==> config.mk <==
export PLATFORM = sky130hd
export DESIGN_NAME = fifo_uart_tx
export DESIGN_NICKNAME = d
export VERILOG_FILES = /design/src/rtl/fifo_uart_tx.sv
export SDC_FILE = /design/constraint.sdc
export NUM_CORES = 1
export LEC_CHECK = 0
export BUFFER_PORTS_ARGS = -buffer_cell sky130_fd_sc_hd__clkbuf_2
export CAP_MARGIN = 5
export CORE_MARGIN = 3
export CORE_UTILIZATION = 56
export CTS_CLUSTER_SIZE = 40
export DETAILED_ROUTE_END_ITERATION = 10
export PLACE_DENSITY = 0.76
export SETUP_SLACK_MARGIN = 0.2
export SLEW_MARGIN = 20
export SYNTH_ARGS = -nofsm -noshare
export SYNTH_HDL_FRONTEND = slang
export SYNTH_SLANG_ARGS = --single-unit
export TNS_END_PERCENT = 10
==> constraint.sdc <==
create_clock -name clk -period 2.1 [get_ports clk]
set_input_delay 0 -clock clk [delete_from_list [all_inputs] [get_ports clk]]
set_output_delay 0 -clock clk [all_outputs]
set_load 0.05 [all_outputs]
==> src/rtl/fifo_uart_tx.sv <==
// UART-style transmitter that pops words from a synchronous FIFO and sends
// start bit, LSB-first data, optional parity and one stop bit per word.
module fifo_uart_tx #(
  parameter int unsigned DATA_WIDTH   = 8,
  parameter int unsigned CLKS_PER_BIT = 16,
  parameter int unsigned PARITY_EN    = 0,
  parameter int unsigned PARITY_ODD   = 0
) (
  input  logic                  clk,
  input  logic                  rstn,
  input  logic                  enable,
  input  logic                  fifo_empty,
  input  logic [DATA_WIDTH-1:0] fifo_data,
  output logic                  fifo_rd_en,
  output logic                  tx,
  output logic                  busy,
  output logic                  frame_done
);

  localparam int unsigned BAUD_W = (CLKS_PER_BIT > 1) ? $clog2(CLKS_PER_BIT) : 1;
  localparam int unsigned BIT_W  = $clog2(DATA_WIDTH) + 1;

  localparam logic [BAUD_W-1:0] BAUD_LAST = BAUD_W'(CLKS_PER_BIT - 1);
  localparam logic [BAUD_W-1:0] BAUD_PRE  = BAUD_W'(CLKS_PER_BIT - 2);
  localparam logic [BIT_W-1:0]  BIT_LAST  = BIT_W'(DATA_WIDTH - 1);
  localparam logic              PAR_ODD   = (PARITY_ODD != 0);
  localparam bit                HAS_PAR   = (PARITY_EN != 0);

  typedef enum logic [2:0] {
    S_IDLE,
    S_READ,
    S_LOAD,
    S_START,
    S_DATA,
    S_PARITY,
    S_STOP
  } state_e;

  state_e                  state_q;
  logic [BAUD_W-1:0]       baud_q;
  logic [BIT_W-1:0]        bit_q;
  logic [DATA_WIDTH-1:0]   shift_q;
  logic                    parity_q;
  logic                    tx_q;
  logic                    rd_q;
  logic                    busy_q;
  logic                    done_q;

  logic pop_ok_c;
  logic baud_tc_c;

  assign pop_ok_c  = enable & ~fifo_empty;
  assign baud_tc_c = (baud_q == BAUD_LAST);

  // Frame sequencer; every output is set on the edge that enters its state.
  always_ff @(posedge clk or posedge rstn) begin
    if (rstn) begin
      state_q  <= S_IDLE;
      baud_q   <= '0;
      bit_q    <= '0;
      shift_q  <= '0;
      parity_q <= 1'b0;
      tx_q     <= 1'b1;
      rd_q     <= 1'b0;
      busy_q   <= 1'b0;
      done_q   <= 1'b0;
    end else begin
      rd_q   <= 1'b0;
      done_q <= 1'b0;
      baud_q <= '0;
      case (state_q)
        S_IDLE: begin
          tx_q <= 1'b1;
          if (pop_ok_c) begin
            state_q <= S_READ;
            rd_q    <= 1'b1;
            busy_q  <= 1'b1;
          end
        end
        S_READ: begin
          state_q <= S_LOAD;
        end
        S_LOAD: begin
          shift_q  <= fifo_data;
          parity_q <= (^fifo_data) ^ PAR_ODD;
          bit_q    <= '0;
          tx_q     <= 1'b0;
          state_q  <= S_START;
        end
        S_START: begin
          if (baud_tc_c) begin
            state_q <= S_DATA;
            tx_q    <= shift_q[0];
            shift_q <= shift_q >> 1;
            bit_q   <= '0;
          end else begin
            baud_q <= baud_q + BAUD_W'(1);
          end
        end
        S_DATA: begin
          if (baud_tc_c) begin
            if (bit_q == BIT_LAST) begin
              if (HAS_PAR) begin
                state_q <= S_PARITY;
                tx_q    <= parity_q;
              end else begin
                state_q <= S_STOP;
                tx_q    <= 1'b1;
              end
            end else begin
              bit_q   <= bit_q + BIT_W'(1);
              tx_q    <= shift_q[0];
              shift_q <= shift_q >> 1;
            end
          end else begin
            baud_q <= baud_q + BAUD_W'(1);
          end
        end
        S_PARITY: begin
          if (baud_tc_c) begin
            state_q <= S_STOP;
            tx_q    <= 1'b1;
          end else begin
            baud_q <= baud_q + BAUD_W'(1);
          end
        end
        S_STOP: begin
          // Registered pulse lands in the final stop cycle.
          if (baud_q == BAUD_PRE) begin
            done_q <= 1'b1;
          end
          if (baud_tc_c) begin
            if (pop_ok_c) begin
              state_q <= S_READ;
              rd_q    <= 1'b1;
            end else begin
              state_q <= S_IDLE;
              busy_q  <= 1'b0;
            end
          end else begin
            baud_q <= baud_q + BAUD_W'(1);
          end
        end
        default: begin
          state_q <= S_IDLE;
          tx_q    <= 1'b1;
          busy_q  <= 1'b0;
        end
      endcase
    end
  end

  assign fifo_rd_en = rd_q;
  assign tx         = tx_q;
  assign busy       = busy_q;
  assign frame_done = done_q;

endmodule

==> impl_metrics.ini <==
[placement]
hpwlAfterDp_um = 1720
post-place-ws_ns = 0.288
place_congestion = 0.888
numPortBuffers = 15

[global_route]
grt_max_degree = 24
antenna_found_initial = 0
grt_pass1_vias = 923
grt_overflow = 0
grt_pass1_wl_um = 4100
grt_util_all_layers = 0.202

[timing]
skew_ns = 0.00318
worst_pin_slew_ns = 0.880
slew_violations = 0
rsz0062_at_grt = true
fin_crit_sh = 0.872
max_freq_mhz = 546
setup_viol_count_final = 0
fin_setup_tns_ns = 0
hold_viol_final = 0
slew_headroom = 0.412
fin_ws_ns = 0.269
fin_crit_ns = 1.83

[hold_path]
holdPathStages = 3
hold_path_class = in2reg

[floorplanning]
start_util = 0.607
dieArea_um2 = 2770
pin_count = 16
die_h_um = 52.6
row_count = 16
die_w_um = 52.6
core_um2 = 2000

[pwr]
ir_worst_vdd_v = 0.000353
leakagePower_nw = 0.632
power.density_nw_per_um2 = 517

[drt]
maxUsedRoutingLayer = met4
detail_route.wl_per_cell_um = 14.9
wl_met2_um = 1150
ant_nets = 0
route.met3.wl_um = 71
drc = 0
m1WireLength_um = 1210
drtPass1Iterations = 4
totalWireLength_um = 2450
drtIter0Drc = 17
vias_per_cell = 5.96
vias = 983

[run]
maxCapViolCount = 0

[clocking]
htreeDepth = 1
root_buffer = clkbuf_4
path_clk_slew_ns = 0.13
clock_sinks = 23
clock_latency_ns = 0.31
cts_buffer_depth = 2
cts_tree = done
cts-buffers-inserted = 3

[logic_synthesis]
synthArstFlopShare = 1.00
syn-num-nets = 133
syn-mean-instance-area_um2 = 10.3
synthFlopType = dfrtp_1
syn_inst = 118
yosysSeqAreaShare = 0.474
ys_types = 44
synth-seq-cells = 23
ys_warn_count = 0
synth_edf_count = 0
synth_area_um2 = 1220

[finish]
drive_above_1_share = 0.217
final_cell_mix = dfrtp_1 (22), clkbuf_2 (15), nor2_1 (9), o22ai_1 (8)
multi_input_area_um2 = 583
post-route-util = 0.694
fillerInstances = 153
seq_area_um2 = 577
finalNetCount = 154
final_common_cell = dfrtp_1
area_delta_synth_final_pct = 14.2
antenna_cells = 0

[worst_setup_path]
arrival_ns = 2.04
r2r_cells = 5
end_kind = flop
cpMaxStageDelayCell = dfrtp_1
critical_path_class = reg2reg
start_kind = flop
max_stage_delay_ns = 0.43
required_ns = 2.31
crit_chain = ha_1 > and3b_1 > o21bai_4 > a21boi_4 > mux2_1
crit_fanout = 8

[outcome]
status = finished clean
==> final timing paths <==
path	slack (ns)	from	to
max	0.27	bit_q[0]	bit_q[0]
min	0.02	fifo_data[6]	shift_q[6]
max reg2reg	0.27	bit_q[0]	bit_q[0]
min reg2reg	0.51	shift_q[7]	shift_q[7]
max in group asynchronous	1.18	rstn	bit_q[0]
min in group asynchronous	0.37	rstn	baud_q[0]
==> cells by family after synthesis <==
group,after synthesis,synth area share
flops,23,0.474
fa+ha+maj,3,0.0309
xor+xnor,3,0.0216
mux,2,0.0175
buf+inv,13,0.0473
compound gates,41,0.259
simple gates,33,0.149
==> where the power goes <==
part | internal, mW | switching (mW)
registers | 0.452 | 0.00470
clock network | 0.0742 | 0.135
logic | 0.0225 | 0.0294
==> critical path: cells and delay by family, from the launching register on <==
kind	cells	cell delay, ns
flip-flops	1	0.43
AND/OR/NAND/NOR	1	0.24
AO/OA/AOI/OAI	2	0.46
adder cells (fa/ha/maj)	1	0.25
multiplexers	1	0.35
==> state kept, by name, indices dropped and copies added (netlist names) <==
name / flops
baud_q: 4
state_q: 3
busy: 1
tx: 1
fifo_rd_en: 1
frame_done: 1
shift_q: 8
bit_q: 4
==> timing repair <==
action,in CTS,in global routing
endpoints found under the hold margin,24,0
hold buffers,3,0
setup endpoints to repair,0,7
buffers inserted,0,0
resized for setup,0,1
==> cell usage after synthesis, types with 2 or more instances <==
cell type / n / share of area
o22ai_1: 8 / 0.041
ha_1: 3 / 0.031
nor2b_1: 4 / 0.021
o2bb2ai_1: 2 / 0.014
a2bb2oi_1: 6 / 0.043
clkbuf_1: 2 / 0.0062
nor3_1: 3 / 0.012
nor3b_1: 2 / 0.012
nor2_1: 9 / 0.028
and3b_1: 2 / 0.014
a21oi_1: 5 / 0.021
xnor2_1: 2 / 0.014
nand4_1: 2 / 0.010
dfrtp_1: 22 / 0.45
nand3_1: 3 / 0.012
inv_1: 5 / 0.015
a22oi_1: 2 / 0.012
o21ai_0: 4 / 0.016
nand2_1: 4 / 0.012
buf_2: 4 / 0.016
==> per-stage QoR <==
| step | total power, mW | hold slack [ns] | cells | area (um^2) |
|---|---|---|---|---|
| 2_1_floorplan | 0.495 | 0.00118 | 118 | 1220 |
| 3_3_place_gp | 0.512 | 0.191 | 158 | 1330 |
| 3_5_place_dp | 0.513 | 0.205 | 158 | 1330 |
| 4_1_cts | 0.721 | 0.0164 | 165 | 1390 |
| 5_1_grt | 0.742 | 0.0398 | 165 | 1390 |
| 6_report | 0.718 | 0.0179 | 165 | 1390 |
==> per-layer routing <==
layer | vias up | global-route usage
met5 | - | 0
li1 | 479 | -
met4 | 0 | 0.0681
met3 | 4 | 0.0399
met2 | 15 | 0.304
met1 | 485 | 0.289
==> area by class of cell <==
cell class              instances  share of cell area
multi-input cells              82               0.420
flip-flops and latches         23               0.415
repair buffers                 24               0.108
well taps                      27              0.0243
clock buffers                   4              0.0189
inverters                       5              0.0135
No activity file was read; power rests on OpenSTA's default activity.
